## config.mk

```make
export PLATFORM = sky130hd
export DESIGN_NAME = dca_matrix_row_assembler
export DESIGN_NICKNAME = d
export VERILOG_FILES = /design/src/rtl/dca_matrix_row_assembler.sv
export SDC_FILE = /design/constraint.sdc
export NUM_CORES = 1
export LEC_CHECK = 0
export CORE_AREA = 2 2 234 236
export DETAILED_ROUTE_END_ITERATION = 16
export DIE_AREA = 0 0 236 238
export PLACE_DENSITY = 0.57
export RECOVER_POWER = 25
export SLEW_MARGIN = 20
export SYNTH_ARGS = -nofsm -noshare
export SYNTH_HDL_FRONTEND = slang
export SYNTH_SLANG_ARGS = --single-unit
```

## constraint.sdc

```tcl
create_clock -name clk -period 2.4 [get_ports clk]
set_input_delay 0.72 -clock clk [delete_from_list [all_inputs] [get_ports clk]]
set_output_delay 0.72 -clock clk [all_outputs]
set_load 0.01 [all_outputs]
```

## src/rtl/dca_matrix_row_assembler.sv

```systemverilog
// Assembles tensor rows from memory beats: each command yields MATRIX_SIZE rows,
// with rows >= R and columns >= C forced to zero.
module dca_matrix_row_assembler #(
    parameter int MATRIX_SIZE      = 8,
    parameter int BW_TENSOR_SCALAR = 32,
    parameter int BW_MEM_DATA      = 64,
    localparam int BW_ROW          = MATRIX_SIZE * BW_TENSOR_SCALAR,
    localparam int SPB             = BW_MEM_DATA / BW_TENSOR_SCALAR,
    localparam int BW_DIM          = $clog2(MATRIX_SIZE + 1)
) (
    input  logic              clk,
    input  logic              rstnn,
    input  logic              clear,
    input  logic              enable,
    output logic              busy,
    input  logic              cmd_valid,
    output logic              cmd_ready,
    input  logic [BW_DIM-1:0] cmd_num_row,
    input  logic [BW_DIM-1:0] cmd_num_col,
    input  logic              mem_rvalid,
    output logic              mem_rready,
    input  logic [BW_MEM_DATA-1:0] mem_rdata,
    input  logic              load_tensor_row_wready,
    output logic              load_tensor_row_wvalid,
    output logic              load_tensor_row_wlast,
    output logic [BW_ROW-1:0] load_tensor_row_wdata
);

    localparam int BEATS_MAX = BW_ROW / BW_MEM_DATA;

    typedef enum logic [1:0] {IDLE, FILL, EMIT, PAD} state_t;

    state_t            state, state_next;
    logic [BW_DIM-1:0] num_row, num_col, bpr;
    logic [BW_DIM-1:0] row_cnt, beat_cnt;
    logic [BW_ROW-1:0] row_reg, col_mask;
    logic [BW_DIM-1:0] r_clamp, c_clamp, bpr_calc;
    logic              cmd_fire, beat_fire, row_fire;
    logic              row_last, beat_last;

    assign cmd_fire  = enable & cmd_valid & (state == IDLE);
    assign beat_fire = enable & mem_rvalid & (state == FILL);
    assign row_fire  = enable & load_tensor_row_wready & ((state == EMIT) || (state == PAD));
    assign row_last  = (row_cnt == BW_DIM'(MATRIX_SIZE - 1));
    assign beat_last = (beat_cnt == bpr - BW_DIM'(1));

    always_comb begin
        r_clamp  = (cmd_num_row > BW_DIM'(MATRIX_SIZE)) ? BW_DIM'(MATRIX_SIZE) : cmd_num_row;
        c_clamp  = (cmd_num_col > BW_DIM'(MATRIX_SIZE)) ? BW_DIM'(MATRIX_SIZE) : cmd_num_col;
        // one extra bit so the ceil-divide rounding cannot overflow
        bpr_calc = BW_DIM'(({1'b0, c_clamp} + (BW_DIM + 1)'(SPB - 1)) / (BW_DIM + 1)'(SPB));
    end

    always_comb begin
        col_mask = '0;
        for (int unsigned j = 0; j < MATRIX_SIZE; j++) begin
            col_mask[j*BW_TENSOR_SCALAR +: BW_TENSOR_SCALAR] =
                (BW_DIM'(j) < num_col) ? {BW_TENSOR_SCALAR{1'b1}} : {BW_TENSOR_SCALAR{1'b0}};
        end
    end

    always_ff @(posedge clk or negedge rstnn) begin
        if (!rstnn) begin
            state    <= IDLE;
            num_row  <= '0;
            num_col  <= '0;
            bpr      <= '0;
            row_cnt  <= '0;
            beat_cnt <= '0;
            row_reg  <= '0;
        end else if (clear) begin
            state    <= IDLE;
            num_row  <= '0;
            num_col  <= '0;
            bpr      <= '0;
            row_cnt  <= '0;
            beat_cnt <= '0;
            row_reg  <= '0;
        end else if (enable) begin
            state <= state_next;
            if (cmd_fire) begin
                num_row  <= r_clamp;
                num_col  <= c_clamp;
                bpr      <= bpr_calc;
                row_cnt  <= '0;
                beat_cnt <= '0;
            end
            if (beat_fire) begin
                for (int unsigned k = 0; k < BEATS_MAX; k++) begin
                    if (beat_cnt == BW_DIM'(k))
                        row_reg[k*BW_MEM_DATA +: BW_MEM_DATA] <= mem_rdata;
                end
                beat_cnt <= beat_last ? '0 : beat_cnt + BW_DIM'(1);
            end
            if (row_fire)
                row_cnt <= row_last ? '0 : row_cnt + BW_DIM'(1);
        end
    end

    always_comb begin
        state_next             = state;
        cmd_ready              = 1'b0;
        mem_rready             = 1'b0;
        load_tensor_row_wvalid = 1'b0;
        load_tensor_row_wlast  = 1'b0;
        load_tensor_row_wdata  = '0;
        case (state)
            IDLE: begin
                cmd_ready = enable;
                if (cmd_fire)
                    state_next = ((r_clamp != '0) && (c_clamp != '0)) ? FILL : PAD;
            end
            FILL: begin
                mem_rready = enable;
                if (beat_fire && beat_last)
                    state_next = EMIT;
            end
            EMIT: begin
                load_tensor_row_wvalid = enable;
                load_tensor_row_wlast  = row_last;
                load_tensor_row_wdata  = row_reg & col_mask;
                if (row_fire) begin
                    if (row_last)
                        state_next = IDLE;
                    else if (row_cnt == num_row - BW_DIM'(1))
                        state_next = PAD;
                    else
                        state_next = FILL;
                end
            end
            PAD: begin
                load_tensor_row_wvalid = enable;
                load_tensor_row_wlast  = row_last;
                if (row_fire && row_last)
                    state_next = IDLE;
            end
            default: state_next = IDLE;
        endcase
    end

    assign busy = (state != IDLE);

endmodule

```

Yosys cells after proc, flatten, opt, wreduce, memory -nomap -nowiden
Cells that the tools add are included.
Widths: inputs -> output; s select.
{"block": "totals", "inputBits": 79, "register_bits": 278, "wordCells": 122}
{"block": "classes", "add_sub_neg": 5, "n_lt_le_gt_ge": 10, "n_reduce_logical": 27, "bitwise": 7, "eq_ne": 13, "muxes": 50}
{"cell": "$mux 256", "n": 4}
{"cell": "$and 256x256->256", "n": 1}
{"cell": "$mux 32", "n": 8}
{"cell": "$mux 64", "n": 4}
{"cell": "$mux 4", "n": 20}
{"cell": "$mux 2", "n": 9}
{"cell": "$lt 3x4->1 const A", "n": 4}
{"cell": "$reduce_bool 2->1", "n": 8}
{"cell": "$reduce_and 3->1", "n": 4}
{"cell": "$add 4x1->4 const B", "n": 2}
{"cell": "$eq 4x2->1 const B", "n": 2}
{"cell": "$eq 4x4->1", "n": 2}
{"cell": "$gt 4x4->1 const B", "n": 2}
{"cell": "$lt 1x4->1 const A", "n": 2}
{"cell": "$lt 2x4->1 const A", "n": 2}
{"cell": "$pmux 2 s4", "n": 1}
{"cell": "$reduce_bool 4->1", "n": 2}
{"cell": "$sub 4x1->4 const B", "n": 2}
{"cell": "$and 1x1->1", "n": 6}
{"cell": "$ne 3x2->1 const B", "n": 2}
{"cell": "$ne 3x3->1 const B", "n": 2}
{"cell": "$reduce_and 2->1", "n": 3}
{"cell": "$reduce_bool 3->1", "n": 2}
{"cell": "$add 4x1->5 const B", "n": 1}
{"cell": "other kinds (11)", "n": 17}

Logic depth before layout (Yosys ltp)
{"block": "logic_depth", "ltp_word": 9, "depth_mapped": 8, "depth_no_buf": 7}

Worst setup path before layout
Ideal clock, no wire load.
{"block": "synth_path", "kind": "register to output", "start": "reg state[0]", "end": "out load_tensor_row_wdata[130]", "setup_slack_ns": 0.195, "path_stages_with_launch": 8, "arrival_time_ns": 1.485, "path_buffers": 2, "cell_sequence": "dfrtp_1 buf_6 inv_2 nand2_1 nor2_2 o31a_1 clkbuf_1 and2_1"}
{"block": "synth_via", "elab_chain_cells": 2}
{"item": "from (decl)", "line_no": "33", "source": "state_t state, state_next;"}
{"item": "from (signal assigned)", "line_no": "80", "source": "state <= state_next;"}
{"item": "$eq 2x2->1", "line_no": "107", "source": "case (state)"}
{"item": "$mux 256", "line_no": "107"}
{"item": "to (decl)", "line_no": "26", "source": "output logic [BW_ROW-1:0] load_tensor_row_wdata"}
Every way passes these cells.

Final worst setup path
{"block": "layout_path", "start": "reg num_col[3]", "end": "out load_tensor_row_wdata[93]"}
{"block": "layout_via", "elab_chain_cells": 4}
{"item": "from (decl)", "line_no": "34", "source": "logic [BW_DIM-1:0] num_row, num_col, bpr;"}
{"item": "from (signal assigned)", "line_no": "83", "source": "num_col <= c_clamp;"}
{"item": "$lt 2x4->1", "line_no": "58", "source": "(BW_DIM'(j) < num_col) ? {BW_TENSOR_SCALAR{1'b1}} : {BW_TENSOR_SCALAR{1'b0}};"}
{"item": "$mux 32", "line_no": "58"}
{"item": "$and 256x256->256", "line_no": "121", "source": "load_tensor_row_wdata = row_reg & col_mask;"}
{"item": "$mux 256", "line_no": "107"}
Every way passes these cells.

==> summary.txt <==
Status
  • Outcome: finished, violations left
  • Violated checks: max-capacitance violations, max-slew violations, negative setup slack

Setup path
  • Cell Chain, Critical Path: buf_6, nor2_4, buf_6, a21oi_4, buf_12, buf_6, buf_4, and2_4, buf_6
  • CP endpoint kind: primary output
  • R2R Setup Slk: 390 ps
  • Reg2reg path depth: 7
  • R2R Path End: state[0]
  • Critical path's top delay family: buffers and inverters
  • CP arrival: 2130 ps
  • Crit start category: register
  • Worst Setup EP: load_tensor_row_wdata[93]
  • CP required: 1680 ps
  • CP Class: register to primary output
  • CP Max Fanout: 6
  • Slowest CP cell: dfrtp_2
  • RR Startpoint: state[0]
  • CP Launch Point: num_col[3]
  • Critical path depth: 9
  • Buf+Inv Stages, Crit Path: 6
  • CP dominant cell by count: buf_6
  • CP max stage delay: 450 ps

Synthesis
  • Yosys top cell area share: 52.3%
  • Most instantiated cells after synthesis: 523 x nand2_1, 278 x dfrtp_1, 263 x and2_1, 259 x a21oi_1, 68 x clkbuf_1
  • Dominant synthesized flop cell: dfrtp_1
  • Cell variety after synth: 43
  • Top area cells in the synthesized netlist: dfrtp_1 52%, nand2_1 15%, and2_1 12%
  • Most frequently used cell type in the post-synthesis netlist: nand2_1
  • YS warnings: 0
  • Post-synth top area cell: dfrtp_1
  • EDFF count, synth: 0
  • Mapped cell area: 13300 um2
  • Post-Syn Area per Cell: 8.65 um2
  • Mapped Nets: 1627
  • Synth Register Bits: 278
  • FFs w/ async S/R, synth: 100%
  • Cells after synthesis: 1539
  • Post-synthesis sequential area ratio: 52.3%

Floorplan
  • Die W: 236 um
  • Placement Rows: 85
  • Io pins: 340
  • Initial core utilization: 24.9%
  • Core ar.: 53500 um2
  • Die Y: 238 um
  • Die area: 56200 um2

Placed design
  • Placed cells: 2530
  • Post-DP HPWL: 32800 um
  • Port bufs: 339
  • Placed cell area: 17800 um2
  • RD Place Congestion: 0.826

Timing
  • Slew @ Worst Pin: 1570 ps
  • RSZ-0062 raised after global routing: true
  • Slew Viols, Final: 50
  • Setup slack after layout: -449 ps
  • Fmax: 0.351 GHz
  • Period utilisation layout: 119%
  • WHS: 478 ps
  • Skew final: 10.4 ps
  • Worst slew margin: -4.83%
  • Final count of negative-setup-slack endpoints: 259
  • Min cycle time layout: 2850 ps
  • Fin. Hold Viols: 0

Detailed routing
  • Routed wire length: 52300 um
  • Per-cell routed wire length: 19.7 um
  • Via count: 12200
  • Router iterations before antenna repair: 5
  • Drt via density: 4.59
  • DRC: 0
  • 1st-iter DRT viols: 730
  • Antenna viol nets, final: 0

CTS
  • Clock Pin Slew Worst Setup and Hold Paths: 60 ps
  • Cts hold-fix bufs: 0
  • Total CTS buffers: 34
  • CTS sink count: 278
  • CTS H-tree depth: 2
  • Worst-skew pair later-pin latency: 530 ps
  • CTS Root Cell: clkbuf_16
  • CTS tree: yes
  • Clock Tree Buf Depth: 3

Layout
  • Final nets: 2020
  • Syn-to-layout area delta: 53.2%
  • Max reg flops: 256
  • Non-Filler Instances: 2651
  • Layout cells sized above 1: 32.1%
  • Final Cell Area: 20400 um2
  • Fillers: 5327

GRT
  • Antenna violations before repair: 2
  • Vias in the first global route: 12500
  • Global-route wire length before repair: 76900 um
  • Largest net degree at the start of global routing: 138
  • GRT overflow: 0
  • Tot GR Track Use: 17.8%

Run
  • Max cap viols: 1

Power
  • Max VDD drop: 0.000367 V
  • Pleak: 9.13 nW
  • PwrDens: 587 nW/um2

Hold path
  • Hold Crit Depth: 2
  • Hold crit path type: input pin to register
[worst min-delay path by stage]
stage / startpoint / to / slack (ps)
floorplan: rstnn / beat_cnt[0] / 420
global placement: bpr[3] / bpr[3] / 490
detailed placement: bpr[3] / bpr[3] / 500
CTS: rstnn / row_reg[70] / 120
global route: clear / row_reg[66] / 460
finish: clear / row_reg[66] / 480
[report_power, final]
group	switching [W]	leakage (nW)	total [W]	internal, W
Clock	0.00204	0.562	0.00527	0.00323
Sequential	0.0000982	3.87	0.00492	0.00482
Combinational	0.000993	4.70	0.00178	0.000784
[cells by family (layout without fill, tap and decap cells)]
| logic type | count (synthesis) | after routing | synth area share, % |
|---|---|---|---|
| buffers and inverters | 121 | 536 | 5.07 |
| adders and majority gates | 9 | 9 | 0.846 |
| other | 0 | 1 | 0 |
| muxes | 2 | 2 | 0.197 |
| DFF | 278 | 278 | 52.3 |
| AOI/OAI and AO/OA | 288 | 288 | 11.6 |
| xor gates and xnor gates | 15 | 15 | 1.09 |
| and+or+nand+nor | 826 | 826 | 29.0 |
[metal layers]
metal | vias up | wire length, um | GRT usage [%]
li1 | 5705 | - | -
met1 | 5988 | 21600 | 22.1
met2 | 397 | 25700 | 31.3
met3 | 89 | 3430 | 3.61
met4 | 2 | 1600 | 4.88
met5 | - | 19 | 0
[repair_timing]
action,4_1_cts,5_1_grt
gates resized for setup,857,515
cloned,10,9
setup endpoints to repair,261,261
pin swaps,40,98
setup buffers,20,31
[metrics by stage]
step,utilization (%),setup slack [ps],power (W),setup TNS (ps)
final,38.1,-449,0.0120,-88740
after global placement,33.4,-310,0.00641,-78970
after CTS,35.9,-479,0.0119,-100210
after detailed placement,33.4,-335,0.00643,-87850
after floorplan,-,195,0.00565,0
after global routing,38.1,-530,0.0124,-110880
[layout make-up]
class	instances	area, um2	share of cell area [%]
diodes	1	2.50	0.0123
repair buffers	466	5090	25.0
clock inverters	9	124	0.607
clock buffers	49	1010	4.94
well taps	696	871	4.27
multi-input cells	1140	6290	30.8
inverters	12	45.0	0.221
flip-flops and latches	278	6960	34.1
[layout by cell type (no fill, tap or decap), types with 8 or more instances in the layout]
| cell type | Yosys | routed |
|---|---|---|
| nand2_1 | 523 | 518 |
| dfrtp_1 | 278 | 274 |
| a21oi_1 | 259 | 257 |
| and2_4 | 0 | 184 |
| buf_6 | 29 | 184 |
| clkdlybuf4s50_1 | 0 | 79 |
| and2_1 | 263 | 78 |
| clkbuf_16 | 0 | 43 |
| clkbuf_2 | 0 | 43 |
| buf_12 | 0 | 43 |
| buf_4 | 0 | 37 |
| buf_2 | 2 | 29 |
| dlygate4sd2_1 | 0 | 14 |
| clkdlybuf4s15_1 | 0 | 13 |
| a22o_1 | 11 | 11 |
| inv_1 | 11 | 11 |
| ha_1 | 9 | 9 |
| clkbuf_8 | 0 | 9 |
| xor2_1 | 8 | 8 |
| clkbuf_1 | 68 | 8 |
Note: power is estimated with default switching activity, not from simulation.
